File: config.mk
export PLATFORM = sky130hd
export DESIGN_NAME = pc_fetch_ctrl_flat
export DESIGN_NICKNAME = d
export VERILOG_FILES = /design/src/rtl/pc_fetch_ctrl_if.sv /design/src/rtl/pc_fetch_ctrl.sv /design/src/flat_wrapper.sv
export SDC_FILE = /design/constraint.sdc
export NUM_CORES = 1
export LEC_CHECK = 0
export ABC_AREA = 0
export CELL_PAD_IN_SITES_DETAIL_PLACEMENT = 1
export CELL_PAD_IN_SITES_GLOBAL_PLACEMENT = 2
export CORE_MARGIN = 4
export CORE_UTILIZATION = 37
export CTS_CLUSTER_SIZE = 10
export DETAILED_ROUTE_END_ITERATION = 10
export DONT_BUFFER_PORTS = 1
export MAX_ROUTING_LAYER = met4
export PLACE_DENSITY_LB_ADDON = 0.3
export SLEW_MARGIN = 40
export SYNTH_ARGS = -nofsm -noshare
export SYNTH_HDL_FRONTEND = slang
export SYNTH_SLANG_ARGS = --single-unit
File: constraint.sdc
create_clock -name Clk -period 1.7 [get_ports Clk]
set_input_delay 0.17 -clock Clk [delete_from_list [all_inputs] [get_ports Clk]]
set_output_delay 0.17 -clock Clk [all_outputs]
set_load 0.02 [all_outputs]
File: src/rtl/pc_fetch_ctrl_if.sv
// pc_fetch_ctrl_if
// Groups the run-control and program-counter signals of the fetch stage.
//   master : drives Start, problem_in, Branch_en, Jump and Halt_instr, and
//            observes PC, problem, Running, Done and Cycle_count
//            (the testbench or the surrounding control logic).
//   slave  : the pc_fetch_ctrl block itself.
// PC_W must match the width of the jump LUT's Jump output.
interface pc_fetch_ctrl_if #(
  parameter int PC_W  = 8,
  parameter int CNT_W = 16
);
  logic             Start;
  logic [1:0]       problem_in;
  logic             Branch_en;
  logic [PC_W-1:0]  Jump;
  logic             Halt_instr;
  logic [PC_W-1:0]  PC;
  logic [1:0]       problem;
  logic             Running;
  logic             Done;
  logic [CNT_W-1:0] Cycle_count;

  modport master (
    output Start, problem_in, Branch_en, Jump, Halt_instr,
    input  PC, problem, Running, Done, Cycle_count
  );

  modport slave (
    input  Start, problem_in, Branch_en, Jump, Halt_instr,
    output PC, problem, Running, Done, Cycle_count
  );
endinterface

File: src/rtl/pc_fetch_ctrl.sv
// pc_fetch_ctrl
// Program counter and run control for one problem run. A rising edge on
// Start (from IDLE or DONE) latches problem_in, clears PC and the cycle
// counter and enters RUN. In RUN the PC advances, takes the LUT Jump target
// on a branch, and the run ends on a halt instruction or when sequential
// fall-through would go past MAX_PC.
// Ports:
//   Clk      : clock, rising edge active
//   Reset_n  : asynchronous active-low reset
//   bus      : pc_fetch_ctrl_if slave (Start, problem_in, Branch_en, Jump,
//              Halt_instr in; PC, problem, Running, Done, Cycle_count out)
module pc_fetch_ctrl #(
  parameter int PC_W   = 8,
  parameter int CNT_W  = 16,
  parameter int MAX_PC = 255
) (
  input  logic           Clk,
  input  logic           Reset_n,
  pc_fetch_ctrl_if.slave bus
);

  typedef enum logic [1:0] {
    ST_IDLE = 2'd0,
    ST_RUN  = 2'd1,
    ST_DONE = 2'd2
  } state_t;

  state_t           state_reg, state_next;
  logic [PC_W-1:0]  pc_reg, pc_next;
  logic [1:0]       problem_reg, problem_next;
  logic [CNT_W-1:0] cnt_reg, cnt_next;
  logic             start_q_reg;
  logic             start_edge;
  logic             running, done;

  // Only a 0->1 transition of the Start level launches a run.
  assign start_edge = bus.Start & ~start_q_reg;

  // State and datapath registers.
  always_ff @(posedge Clk or negedge Reset_n) begin
    if (!Reset_n) begin
      state_reg   <= ST_IDLE;
      pc_reg      <= '0;
      problem_reg <= '0;
      cnt_reg     <= '0;
      start_q_reg <= 1'b0;
    end else begin
      state_reg   <= state_next;
      pc_reg      <= pc_next;
      problem_reg <= problem_next;
      cnt_reg     <= cnt_next;
      start_q_reg <= bus.Start;
    end
  end

  // Next-state and datapath update.
  always_comb begin
    state_next   = state_reg;
    pc_next      = pc_reg;
    problem_next = problem_reg;
    cnt_next     = cnt_reg;
    case (state_reg)
      ST_IDLE, ST_DONE: begin
        if (start_edge) begin
          state_next   = ST_RUN;
          pc_next      = '0;
          problem_next = bus.problem_in;
          cnt_next     = '0;
        end
      end
      ST_RUN: begin
        // Every RUN edge counts, including the one that leaves RUN;
        // the count sticks at all-ones instead of wrapping.
        if (cnt_reg != {CNT_W{1'b1}}) begin
          cnt_next = cnt_reg + CNT_W'(1);
        end
        // Halt beats branch; a taken branch at MAX_PC keeps the run alive.
        if (bus.Halt_instr) begin
          state_next = ST_DONE;
        end else if (bus.Branch_en) begin
          pc_next = bus.Jump;
        end else if (pc_reg == PC_W'(MAX_PC)) begin
          state_next = ST_DONE;
        end else begin
          pc_next = pc_reg + PC_W'(1);
        end
      end
      default: begin
        state_next = ST_IDLE;
      end
    endcase
  end

  // Status outputs decoded purely from the state register.
  always_comb begin
    running = 1'b0;
    done    = 1'b0;
    case (state_reg)
      ST_RUN:  running = 1'b1;
      ST_DONE: done    = 1'b1;
      default: ;
    endcase
  end

  assign bus.PC          = pc_reg;
  assign bus.problem     = problem_reg;
  assign bus.Running     = running;
  assign bus.Done        = done;
  assign bus.Cycle_count = cnt_reg;

endmodule

File: src/flat_wrapper.sv
// flat-port wrapper written by rule: the top's interface ports become plain ports
module pc_fetch_ctrl_flat 
#(
  parameter int PC_W   = 8,
  parameter int CNT_W  = 16,
  parameter int MAX_PC = 255
)
  (Clk, Reset_n, bus_Start, bus_problem_in, bus_Branch_en, bus_Jump, bus_Halt_instr, bus_PC, bus_problem, bus_Running, bus_Done, bus_Cycle_count);
  pc_fetch_ctrl_if #(.PC_W(PC_W), .CNT_W(CNT_W)) bus_i ();
  input  logic Clk;
  input  logic Reset_n;
  input wire logic [$bits(bus_i.Start)-1:0] bus_Start;
  input wire logic [$bits(bus_i.problem_in)-1:0] bus_problem_in;
  input wire logic [$bits(bus_i.Branch_en)-1:0] bus_Branch_en;
  input wire logic [$bits(bus_i.Jump)-1:0] bus_Jump;
  input wire logic [$bits(bus_i.Halt_instr)-1:0] bus_Halt_instr;
  output wire logic [$bits(bus_i.PC)-1:0] bus_PC;
  output wire logic [$bits(bus_i.problem)-1:0] bus_problem;
  output wire logic [$bits(bus_i.Running)-1:0] bus_Running;
  output wire logic [$bits(bus_i.Done)-1:0] bus_Done;
  output wire logic [$bits(bus_i.Cycle_count)-1:0] bus_Cycle_count;
  assign bus_i.Start = bus_Start;
  assign bus_i.problem_in = bus_problem_in;
  assign bus_i.Branch_en = bus_Branch_en;
  assign bus_i.Jump = bus_Jump;
  assign bus_i.Halt_instr = bus_Halt_instr;
  assign bus_PC = bus_i.PC;
  assign bus_problem = bus_i.problem;
  assign bus_Running = bus_i.Running;
  assign bus_Done = bus_i.Done;
  assign bus_Cycle_count = bus_i.Cycle_count;
  pc_fetch_ctrl #(.PC_W(PC_W), .CNT_W(CNT_W), .MAX_PC(MAX_PC)) u_core (.Clk(Clk), .Reset_n(Reset_n), .bus(bus_i));
endmodule
# After elaboration in Yosys (flattened, before gate mapping)
# Index checks and enable logic that the tools add are counted.
[totals]
reg_bits = 29
input_bits = 15
output_inout_bits = 28
elab_cells = 41
[op_classes]
add_sub_neg = 2
n_eq_ne = 10
muxes = 15
n_bitwise = 2
reduce_logical = 7
[op_table]
columns = ["operator", "count"]
rows = [
  ["16-bit two-way mux", 2],
  ["8-bit two-way mux", 4],
  ["16-bit case mux with 2 select lines", 1],
  ["16-bit by 1-bit adder with 16-bit output (second input constant)", 1],
  ["16-bit != test (second input constant)", 1],
  ["8-bit case mux with 2 select lines", 1],
  ["8-bit by 1-bit adder with 8-bit output (second input constant)", 1],
  ["8-bit equality test (second input constant)", 1],
  ["2-bit two-way mux", 4],
  ["3-bit != test (second input constant)", 2],
  ["3-bit AND reduction", 2],
  ["2-bit by 1-bit != test with 1-bit output (second input constant)", 2],
  ["2-bit case mux with 2 select lines", 1],
  ["4-bit AND reduction", 1],
  ["3-bit by 2-bit != test with 1-bit output (second input constant)", 1],
  ["2-bit by 1-bit equality test with 1-bit output (second input constant)", 1],
  ["2-bit equality test (second input constant)", 1],
  ["2-bit logical NOT", 1],
  ["1-bit two-way mux", 2],
  ["2-bit != test (second input constant)", 1],
  ["2-bit AND reduction", 1],
  ["2-bit nonzero test", 1],
  ["2-bit OR reduction", 1],
  ["1-bit AND", 1],
  ["1-bit inverter", 1],
]

# Longest topological paths before layout
# Gate-level depths: netlist of run 1.
[logic_depth]
ltp_word = 5
mapped_depth = 6
depth_no_buf = 5

# Least setup slack after synthesis of run 1
# OpenSTA, ideal clock, no wires.
[synth_path]
path_kind = "reg2reg"
from = "register u_core.cnt_reg[2], in the netlist u_core.bus.Cycle_count[2]"
to = "register u_core.cnt_reg[9], in the netlist u_core.bus.Cycle_count[9]"
arrival_time_ns = 1.585
path_slack_ns = -0.011
stages_incl_launch_ff = 5
synth_period_minus_slack_ns = 1.711
path_cell_list = "dfrtp_1 > nand3_2 > or3_1 > a32o_1 > a311o_1"
[synth_between]
elab_chain_len = 3
[synth_lines]
columns = ["item", "line", "text"]
rows = [
  ["from (decl)", "pc_fetch_ctrl.sv:31", "logic [CNT_W-1:0] cnt_reg, cnt_next;"],
  ["from (signal assigned)", "pc_fetch_ctrl.sv:51", "cnt_reg <= cnt_next;"],
  ["16-bit by 1-bit adder with 16-bit output or 16-bit != test (tied branches)", "pc_fetch_ctrl.sv:75, pc_fetch_ctrl.sv:74", ""],
  ["16-bit two-way mux or 2-bit by 1-bit != test with 1-bit output (tied branches)", "-", ""],
  ["16-bit case mux with 2 select lines or 3-bit AND reduction (tied branches)", "-", ""],
]
# Several ways; a longest one is shown, not always the timed one. The select of a mux whose other input is x is not followed.
# A chain may end at the register's enable or synchronous reset.

# Worst setup path after layout of run 1
[layout_path]
from = "register u_core.cnt_reg[1], in the netlist u_core.bus.Cycle_count[1]"
to = "register u_core.cnt_reg[1], in the netlist u_core.bus.Cycle_count[1]"
# The elaborated chain is that of the path after synthesis.

==> results of run 1 <==
cell usage after synthesis, drive strengths merged, types with 3 or more instances:
master	instances
mux2i	3
nand3b	3
inv	6
nor2	10
a31oi	7
nor4	3
clkbuf	3
dfrtp	29
a211oi	3
and3	5
or3b	3
nor3	8
nand4	6
or3	5
a21oi	10
nand2	19
o21ai	9
a211o	3
a21o	4
nand3	11
final timing paths:
| kind | from | endpoint |
|---|---|---|
| max | u_core.bus.Cycle_count[1] | u_core.bus.Cycle_count[1] |
| min | bus_problem_in[0] | u_core.bus.problem[0] |
| max reg2reg | u_core.bus.Cycle_count[1] | u_core.bus.Cycle_count[1] |
| min reg2reg | u_core.bus.Cycle_count[6] | u_core.bus.Cycle_count[6] |
| max in group asynchronous | Reset_n | u_core.bus.Cycle_count[1] |
| min in group asynchronous | Reset_n | u_core.bus.Cycle_count[3] |
per-layer routing:
metal,part of all wire [%],wire length [um],track usage [%]
met1,40,2190,24.0
met4,1.2,68,7.18
met3,5.0,274,5.41
met5,0,0,-
met2,54,2950,37.2
area by class of cell:
class                           instances  area [um^2]  area share, %
Sequential cell                        29          729           33.2
Timing Repair Buffer                   42          335           15.3
Tap cell                               52         65.1           2.96
Clock buffer                            7         96.3           4.38
Clock inverter                          1         5.00          0.228
Inverter                                7         26.3           1.20
Multi-Input combinational cell        139          940           42.8
power by group through the flow:
stage / Clock, uW / Sequential, uW / Combinational [uW]
final: 644 / 889 / 705
after global routing: 692 / 903 / 775
after CTS: 659 / 883 / 675
after floorplan: 0 / 1000 / 248
after detailed placement: 0 / 893 / 642
after global placement: 0 / 888 / 614
through the flow:
stage | setup WS, ns | power, uW | TNS [ns] | cell area, um^2 | utilization (%)
6_report | 0.0614 | 2240 | 0 | 2200 | 50.1
5_1_grt | -0.0119 | 2370 | -0.0119 | 2200 | 50.1
4_1_cts | 0.0425 | 2220 | 0 | 2140 | 48.9
3_5_place_dp | 0.0848 | 1540 | 0 | 1990 | 45.4
3_3_place_gp | 0.118 | 1500 | 0 | 1990 | 45.4
2_1_floorplan | 0.00715 | 1250 | 0 | 1680 | -
kinds of logic after synthesis:
group           after synthesis
simple gates                 84
flops                        29
mux                           3
compound gates               49
buf+inv                      12
fa+ha+maj                     2
xor+xnor                      1
what timing repair did:
item	CTS	global route
endpoints found under the hold margin	31	0
endpoints found under the setup margin	0	13
hold buffers	4	0
buffers inserted	0	2
resized for setup	0	8
worst register-to-register path: stages (launching register included):
cell,delay (ns)
dfrtp_2,0.43
ha_4,0.16
nand4_1,0.13
nor4_4,0.42
nor2_1,0.20
mux2i_1,0.17
==> flow_summary.json, run 1 <==
{
  "status": "finished, final reports clean",
  "finalCritPeriodShare_pct": 96.4,
  "hp-class": "input pin to flop",
  "ant_nets": 0,
  "post_drt_wl_per_cell_um": 19.8,
  "p_per_area_mw_per_mm2": 1020,
  "initial_utilization_pct": 38.3,
  "die_w_um": 75.3,
  "fill_cells": 511,
  "leakagePower_uw": 0.00103,
  "cp.buffers_inverters": 0,
  "ctsLongestPathBuffers": 2,
  "insertion_delay_ns": 0.29,
  "r2r_setup_slack_ns": 0.06,
  "dp.cells": 263,
  "final_cell_mix": "buf_4, dfrtp_1, nand2_1",
  "synth_top_cell_area_share_pct": 43.3,
  "core_area_mm2": 0.00438,
  "diodes": 0,
  "track_usage_pct": 21.5,
  "crit_family": "simple AND/OR/NAND/NOR gates",
  "dr.pass1.iters": 4,
  "grt_pass1_vias": 1803,
  "synth_compound_area_share_pct": 21.0,
  "reg2reg_depth": 5,
  "synthArstFlopShare_pct": 100,
  "post-synth-top-area-cell": "dfrtp_1",
  "cp_cell_sequence": "ha_4, nand4_1, nor4_4, nor2_1, mux2i_1",
  "cp_max_fo": 6,
  "finalHoldViolations": 0,
  "slew_viol_final": 0,
  "gp_congestion": 1.02,
  "synth_top_family_by_area": "simple AND/OR/NAND/NOR gates",
  "critPathCaptureType": "flop",
  "synthMuxAreaShare_pct": 1.79,
  "p_int_uw": 1440,
  "startpoint_type": "flop",
  "viasPerCell": 6.03,
  "min_period_ns": 1.64,
  "numCtsBuffers": 5,
  "die_y_um": 75.3,
  "fin_skew_ns": 0.00550,
  "io_pins": 43,
  "clk_pin_slew_ns": 0.06,
  "whs_path_depth": 2,
  "critical_path_depth": 5,
  "worstPathRequired_ns": 1.85,
  "max_freq_mhz": 610,
  "slowest_stage": "dfrtp_2",
  "yosys_warnings": 0,
  "drt-total-wl_um": 5480,
  "rows": 24,
  "ys_seq_area_share_pct": 43.3,
  "grt_start_max_net_pins": 30,
  "p_seq_share_pct": 39.7,
  "tightest_slew_ns": 0.456,
  "synth_cell_types": 49,
  "ir_drop_v": 0.000472,
  "overflow": 0,
  "setup_violations": 0,
  "comb_power_share_pct": 31.5,
  "clock_power_share_pct": 28.8,
  "cap_violations": 0,
  "crit_arrival_ns": 1.79,
  "drc_errors": 0,
  "maxSlewHeadroom_pct": 69.3,
  "syn_area_per_cell_um2": 9.32,
  "slowest_delay_ns": 0.43,
  "portBuffers": 0,
  "drive_above_1_share_pct": 29.3,
  "clock-sinks": 29,
  "crit_type": "flop to flop",
  "syn2layout_area_growth_pct": 30.9,
  "synth_fa_ha_area_share_pct": 1.49,
  "nets": 241,
  "postSynthCellCount": 180,
  "ys_seq_elements": 29,
  "synth-xor-area-share_pct": 0.522,
  "antenna_found_initial": 0,
  "cts_root_buf": "clkbuf_8",
  "synth_area_leaders": "dfrtp_1, nand2_1, nand3_1, a21oi_1, o21ai_0",
  "dpl.hpwl_um": 4130,
  "holdWs_ns": 0.0126,
  "syn-cell-area_mm2": 0.00168,
  "synth_nets": 197,
  "drt_iter0_markers": 76,
  "yosys.area_share.simple_pct": 29.0,
  "swShare_pct": 35.8,
  "htree_levels": 2,
  "die-area_mm2": 0.00568,
  "largest_reg_flops": 16,
  "layout.cells.most_common": "buf_4",
  "ys_dominant_reg_cell": "dfrtp_1",
  "synth_edf_count": 0,
  "vias": 1671,
  "grt_pass1_wl_um": 8890,
  "finalNonFillerCells": 277,
  "p_switching_uw": 800,
  "cts_tree": "built"
}
Note: power is estimated with default switching activity, not from simulation.
==> run 2: changes to the inputs <==
--- a/config.mk
+++ b/config.mk
@@ -15,6 +15,8 @@
 export DONT_BUFFER_PORTS = 1
 export MAX_ROUTING_LAYER = met4
 export PLACE_DENSITY_LB_ADDON = 0.3
+export REMOVE_ABC_BUFFERS = 1
+export SETUP_SLACK_MARGIN = 0.15
 export SLEW_MARGIN = 40
 export SYNTH_ARGS = -nofsm -noshare
 export SYNTH_HDL_FRONTEND = slang
==> run 2 against run 1 <==
Compared with the run above:
- routed wire length is 5.0% higher
- non-clock buffer count is 5 higher
- global-route usage is 0.76 points higher
- clock power is 8.7% lower
- clock skew is 0.0017 ns higher
- setup slack better by 0.058 ns
- sequential share of layout area is 1.7 points lower
- cell area is 5.4% higher
- first-iteration DRC count is 80% higher
- critical endpoint is now u_core.bus.Cycle_count[9]
==> flow_summary.json, run 2 (same netlist as run 1, synthesis figures left out) <==
{
  "hp-start": "bus_problem_in[0]",
  "layout.cells.most_common": "buf_4",
  "tightest_slew_ns": 0.485,
  "max_freq_mhz": 633,
  "clock_power_share_pct": 26.4,
  "gp_congestion": 0.904,
  "overflow": 0,
  "crit_type": "flop to flop",
  "grt_start_max_net_pins": 30,
  "ff_latch_area_um2": 729,
  "antenna_found_initial": 0,
  "io_pins": 43,
  "finalCritPeriodShare_pct": 93.0,
  "startpoint_type": "flop",
  "syn2layout_area_growth_pct": 38.0,
  "htree_levels": 2,
  "crit_arrival_ns": 1.75,
  "viasPerCell": 6.15,
  "rsz0062_at_grt": "yes",
  "nets": 246,
  "dp_slack_ns": 0.0119,
  "status": "finished, final reports clean",
  "p_seq_share_pct": 39.3,
  "die_y_um": 75.3,
  "insertion_delay_ns": 0.28,
  "cap_violations": 0,
  "grt_pass1_wl_um": 9150,
  "multi_input_area_mm2": 0.00102,
  "track_usage_pct": 22.2,
  "hp-class": "input pin to flop",
  "fin_skew_ns": 0.00715,
  "r2r_setup_slack_ns": 0.12,
  "die-area_mm2": 0.00568,
  "drt-total-wl_um": 5760,
  "p_per_area_mw_per_mm2": 965,
  "min_period_ns": 1.58,
  "fill_cells": 497,
  "dpl.hpwl_um": 4060,
  "largest_reg_flops": 16,
  "cts_tree": "built",
  "maxSlewHeadroom_pct": 67.6,
  "setup_violations": 0,
  "ctsLongestPathBuffers": 2,
  "ant_nets": 0,
  "worstPathRequired_ns": 1.87,
  "r2r-end": "u_core.bus.Cycle_count[9]",
  "diodes": 0,
  "worst_slack_ns": 0.119,
  "drive_above_1_share_pct": 36.7,
  "finalHoldViolations": 0,
  "critPathCaptureType": "flop",
  "initial_utilization_pct": 38.3,
  "ir_drop_v": 0.000469,
  "rows": 24,
  "power_uw": 2230,
  "core_area_mm2": 0.00438,
  "grt_pass1_vias": 1828,
  "dr.pass1.iters": 4,
  "clock-sinks": 29,
  "p_int_uw": 1430,
  "swShare_pct": 36.1,
  "leakagePower_uw": 0.00106,
  "drc_errors": 0,
  "reg2reg_depth": 5,
  "portBuffers": 0,
  "vias": 1729,
  "reg2reg_from": "u_core.bus.Cycle_count[1]",
  "die_w_um": 75.3,
  "drt_iter0_markers": 137,
  "p_switching_uw": 806,
  "clk_pin_slew_ns": 0.07,
  "cp_max_fo": 5,
  "cts_root_buf": "clkbuf_8",
  "numCtsBuffers": 5,
  "final_cell_mix": "buf_4, dfrtp_1, nand2_1",
  "post_drt_wl_per_cell_um": 20.5,
  "hold_end": "u_core.bus.problem[0]",
  "comb_power_share_pct": 34.3,
  "slew_viol_final": 0,
  "whs_path_depth": 2
}
==> run 2: power by group through the flow <==
stage          sequential, uW  combinational [uW]  clock, uW
3_5_place_dp              892                 611          0
3_3_place_gp              881                 585          0
6_report                  878                 766        588
2_1_floorplan            1000                 235          0
5_1_grt                   889                 832        619
4_1_cts                   869                 747        594
==> run 2: metrics by stage <==
step | std cells | setup TNS (ns) | area (um^2) | hold slack (ns) | utilization [%]
final | 281 | 0 | 2310 | 0.00533 | 52.8
after floorplan | 175 | -0.0369 | 1650 | -0.126 | -
after detailed placement | 261 | 0 | 1970 | -0.125 | 45.0
after CTS | 279 | 0 | 2240 | 0.00484 | 51.1
after global placement | 261 | 0 | 1970 | -0.125 | 45.0
after global routing | 281 | 0 | 2310 | 0.0114 | 52.8
==> run 2: how the worst max path moves through the flow <==
| stage | from | endpoint | slack [ns] |
|---|---|---|---|
| final | u_core.bus.Cycle_count[1] | u_core.bus.Cycle_count[9] | 0.12 |
| after global routing | u_core.bus.Cycle_count[10] | u_core.bus.Cycle_count[15] | 0.04 |
| after CTS | u_core.bus.Cycle_count[6] | u_core.bus.Cycle_count[4] | 0.13 |
| after detailed placement | u_core.bus.Cycle_count[0] | u_core.bus.Cycle_count[4] | 0.01 |
| after global placement | u_core.bus.Cycle_count[4] | u_core.bus.Cycle_count[9] | 0.10 |
| after floorplan | u_core.state_reg[0] | u_core.bus.Cycle_count[9] | -0.03 |
==> run 2: per-layer routing <==
layer	GRT usage (%)	wire length (um)	up-vias
li1	-	-	789
met1	25.4	2280	879
met2	38.1	3070	50
met3	5.41	314	11
met4	7.38	86	0
met5	-	0	-
==> run 2: layout make-up <==
type | count | share of cell area, %
multi-input cells | 139 | 43.9
flip-flops and latches | 29 | 31.5
repair buffers | 47 | 16.8
clock buffers | 7 | 3.73
well taps | 52 | 2.81
inverters | 7 | 1.19
==> run 2: what timing repair did <==
item / 4_1_cts / 5_1_grt
gates resized for setup: 18 / 14
setup endpoints to repair: 22 / 20
hold buffers: 3 / 0
buffers inserted: 8 / 2
endpoints found under the hold margin: 30 / 0
pin swaps: 9 / 7
==> run 2: worst max-delay path, stage by stage, from the launching register on <==
cell and delay, ns:
dfrtp_1 0.37, buf_6 0.13, nand3_2 0.10, or3_4 0.39, a32o_1 0.22, a311o_1 0.26
==> run 3: changes to the inputs <==
--- a/config.mk
+++ b/config.mk
@@ -8,7 +8,7 @@
 export ABC_AREA = 0
 export CELL_PAD_IN_SITES_DETAIL_PLACEMENT = 1
 export CELL_PAD_IN_SITES_GLOBAL_PLACEMENT = 2
-export CORE_MARGIN = 4
+export CORE_MARGIN = 3
 export CORE_UTILIZATION = 37
 export CTS_CLUSTER_SIZE = 10
 export DETAILED_ROUTE_END_ITERATION = 10
==> run 3 against run 2 <==
Compared with the run above:
- register-to-register slack got worse by 0.02 ns
- hold slack improved by 0.0014 ns
- via count rose by 0.98%
- critical path depth stayed put
- largest cell class unchanged
- highest routed layer unchanged
==> flow_summary.json, run 3 (same netlist as run 1, synthesis figures left out) <==
{
  "io_pins": 43,
  "numCtsBuffers": 5,
  "die-area_mm2": 0.00538,
  "grt_pass1_vias": 1922,
  "layout.cells.most_common": "buf_4",
  "crit_arrival_ns": 1.78,
  "maxSlewHeadroom_pct": 66.4,
  "tightest_slew_ns": 0.503,
  "rows": 23,
  "dpl.hpwl_um": 4060,
  "status": "finished, final reports clean",
  "leakagePower_uw": 0.00110,
  "final_cell_mix": "buf_4, dfrtp_1, nand2_1",
  "clk_pin_slew_ns": 0.07,
  "drt-total-wl_um": 5880,
  "cp_max_fo": 4,
  "rsz0062_at_grt": "yes",
  "slowest_delay_ns": 0.38,
  "setup_violations": 0,
  "diodes": 0,
  "ant_nets": 0,
  "fill_cells": 480,
  "cp_cell_sequence": "buf_4, nand3_1, or3_4, a32o_1, a311o_1",
  "crit_type": "flop to flop",
  "clock-sinks": 29,
  "hp-class": "input pin to flop",
  "core_area_mm2": 0.00417,
  "drc_errors": 0,
  "startpoint_type": "flop",
  "vias": 1746,
  "critPathCaptureType": "flop",
  "cts_tree": "built",
  "nets": 254,
  "finalCritPeriodShare_pct": 94.4,
  "ir_drop_v": 0.000499,
  "finalHoldViolations": 0,
  "antenna_found_initial": 0,
  "dr.pass1.iters": 4,
  "worst_slack_ns": 0.0960,
  "die_w_um": 73.3,
  "r2r_setup_slack_ns": 0.1,
  "drive_above_1_share_pct": 39.1,
  "track_usage_pct": 23.8,
  "cap_violations": 0,
  "ff_latch_area_um2": 728,
  "insertion_delay_ns": 0.29,
  "largest_reg_flops": 16,
  "overflow": 0,
  "drt_iter0_markers": 77,
  "die_y_um": 73.3,
  "p_per_area_mw_per_mm2": 934,
  "htree_levels": 2,
  "multi_input_area_mm2": 0.00102,
  "post_drt_wl_per_cell_um": 20.4,
  "fin_tns_setup_ns": 0,
  "viasPerCell": 6.06,
  "syn2layout_area_growth_pct": 41.5,
  "grt_start_max_net_pins": 30,
  "cts_root_buf": "clkbuf_8",
  "max_freq_mhz": 623,
  "min_period_ns": 1.60,
  "initial_utilization_pct": 40.2,
  "ctsLongestPathBuffers": 2,
  "gp_congestion": 0.891,
  "slowest_stage": "dfrtp_1",
  "worstPathRequired_ns": 1.88,
  "slew_viol_final": 0,
  "grt_pass1_wl_um": 9440,
  "dp_slack_ns": 0.0527,
  "portBuffers": 0,
  "fin_skew_ns": 0.0116
}
## run 3: changes by cell type in the layout (fill, tap and decap cells not counted), sizes merged
cell         previous run  this run
buf                    45        52
clkbuf                  7         6
clkinv                  1         2
dlygate4sd3             2         3
inv                     6         7
## run 3: layout make-up
type / instances / share of cell area [%]
Multi-Input combinational cell: 139 / 42.8
Sequential cell: 29 / 30.7
Timing Repair Buffer: 55 / 19.2
Clock buffer: 6 / 3.06
Tap cell: 50 / 2.64
Inverter: 7 / 1.21
Clock inverter: 2 / 0.422
## run 3: what timing repair did
action | in CTS | in global routing
pin swaps | 4 | 8
setup buffers | 5 | 6
hold buffers | 4 | 0
resized for setup | 9 | 25
hold endpoints to repair | 31 | 0
endpoints found under the setup margin | 13 | 24
## run 3: path summary, 6_finish.rpt
check | startpoint | endpoint | cells after the start
worst max register to register | u_core.bus.Cycle_count[0] | u_core.bus.Cycle_count[9] | 5
worst min register to register | u_core.start_q_reg | u_core.state_reg[1] | 2
worst min-delay path | bus_problem_in[0] | u_core.bus.problem[0] | 2
min in group asynchronous | Reset_n | u_core.bus.Cycle_count[15] | 2
worst max-delay path | u_core.bus.Cycle_count[0] | u_core.bus.Cycle_count[9] | 5
max in group asynchronous | Reset_n | u_core.bus.Cycle_count[9] | 2
## run 3: critical path, delay by kind of cell, from the launching register on
kind | cells | cell delay (ns)
and+or+nand+nor | 2 | 0.45
AOI/OAI and AO/OA | 2 | 0.52
buffers and inverters | 1 | 0.14
DFF | 1 | 0.38
## run 3: layer usage
layer	track usage, %	up-vias	share of wire [%]
met3	5.47	19	4.5
met4	9.66	0	2.9
met5	-	-	0
li1	-	800	-
met2	42.5	46	55
met1	25.1	881	38
## run 3: power by group
part	total, uW	leakage [uW]	internal [uW]	switching (uW)
Clock	570	0.0000450	283	287
Sequential	890	0.000386	780	109
Combinational	757	0.000672	317	441
## run 3: stage by stage
| stage | hold WS, ns | util (%) | area, um^2 | std cells | total power (uW) |
|---|---|---|---|---|---|
| 2_1_floorplan | -0.126 | - | 1650 | 175 | 1240 |
| 3_3_place_gp | -0.125 | 48.3 | 2020 | 265 | 1510 |
| 3_5_place_dp | -0.125 | 48.3 | 2020 | 265 | 1540 |
| 4_1_cts | 0.0100 | 53.5 | 2230 | 282 | 2170 |
| 5_1_grt | 0.0269 | 56.9 | 2370 | 288 | 2340 |
| 6_report | 0.00672 | 56.9 | 2370 | 288 | 2220 |
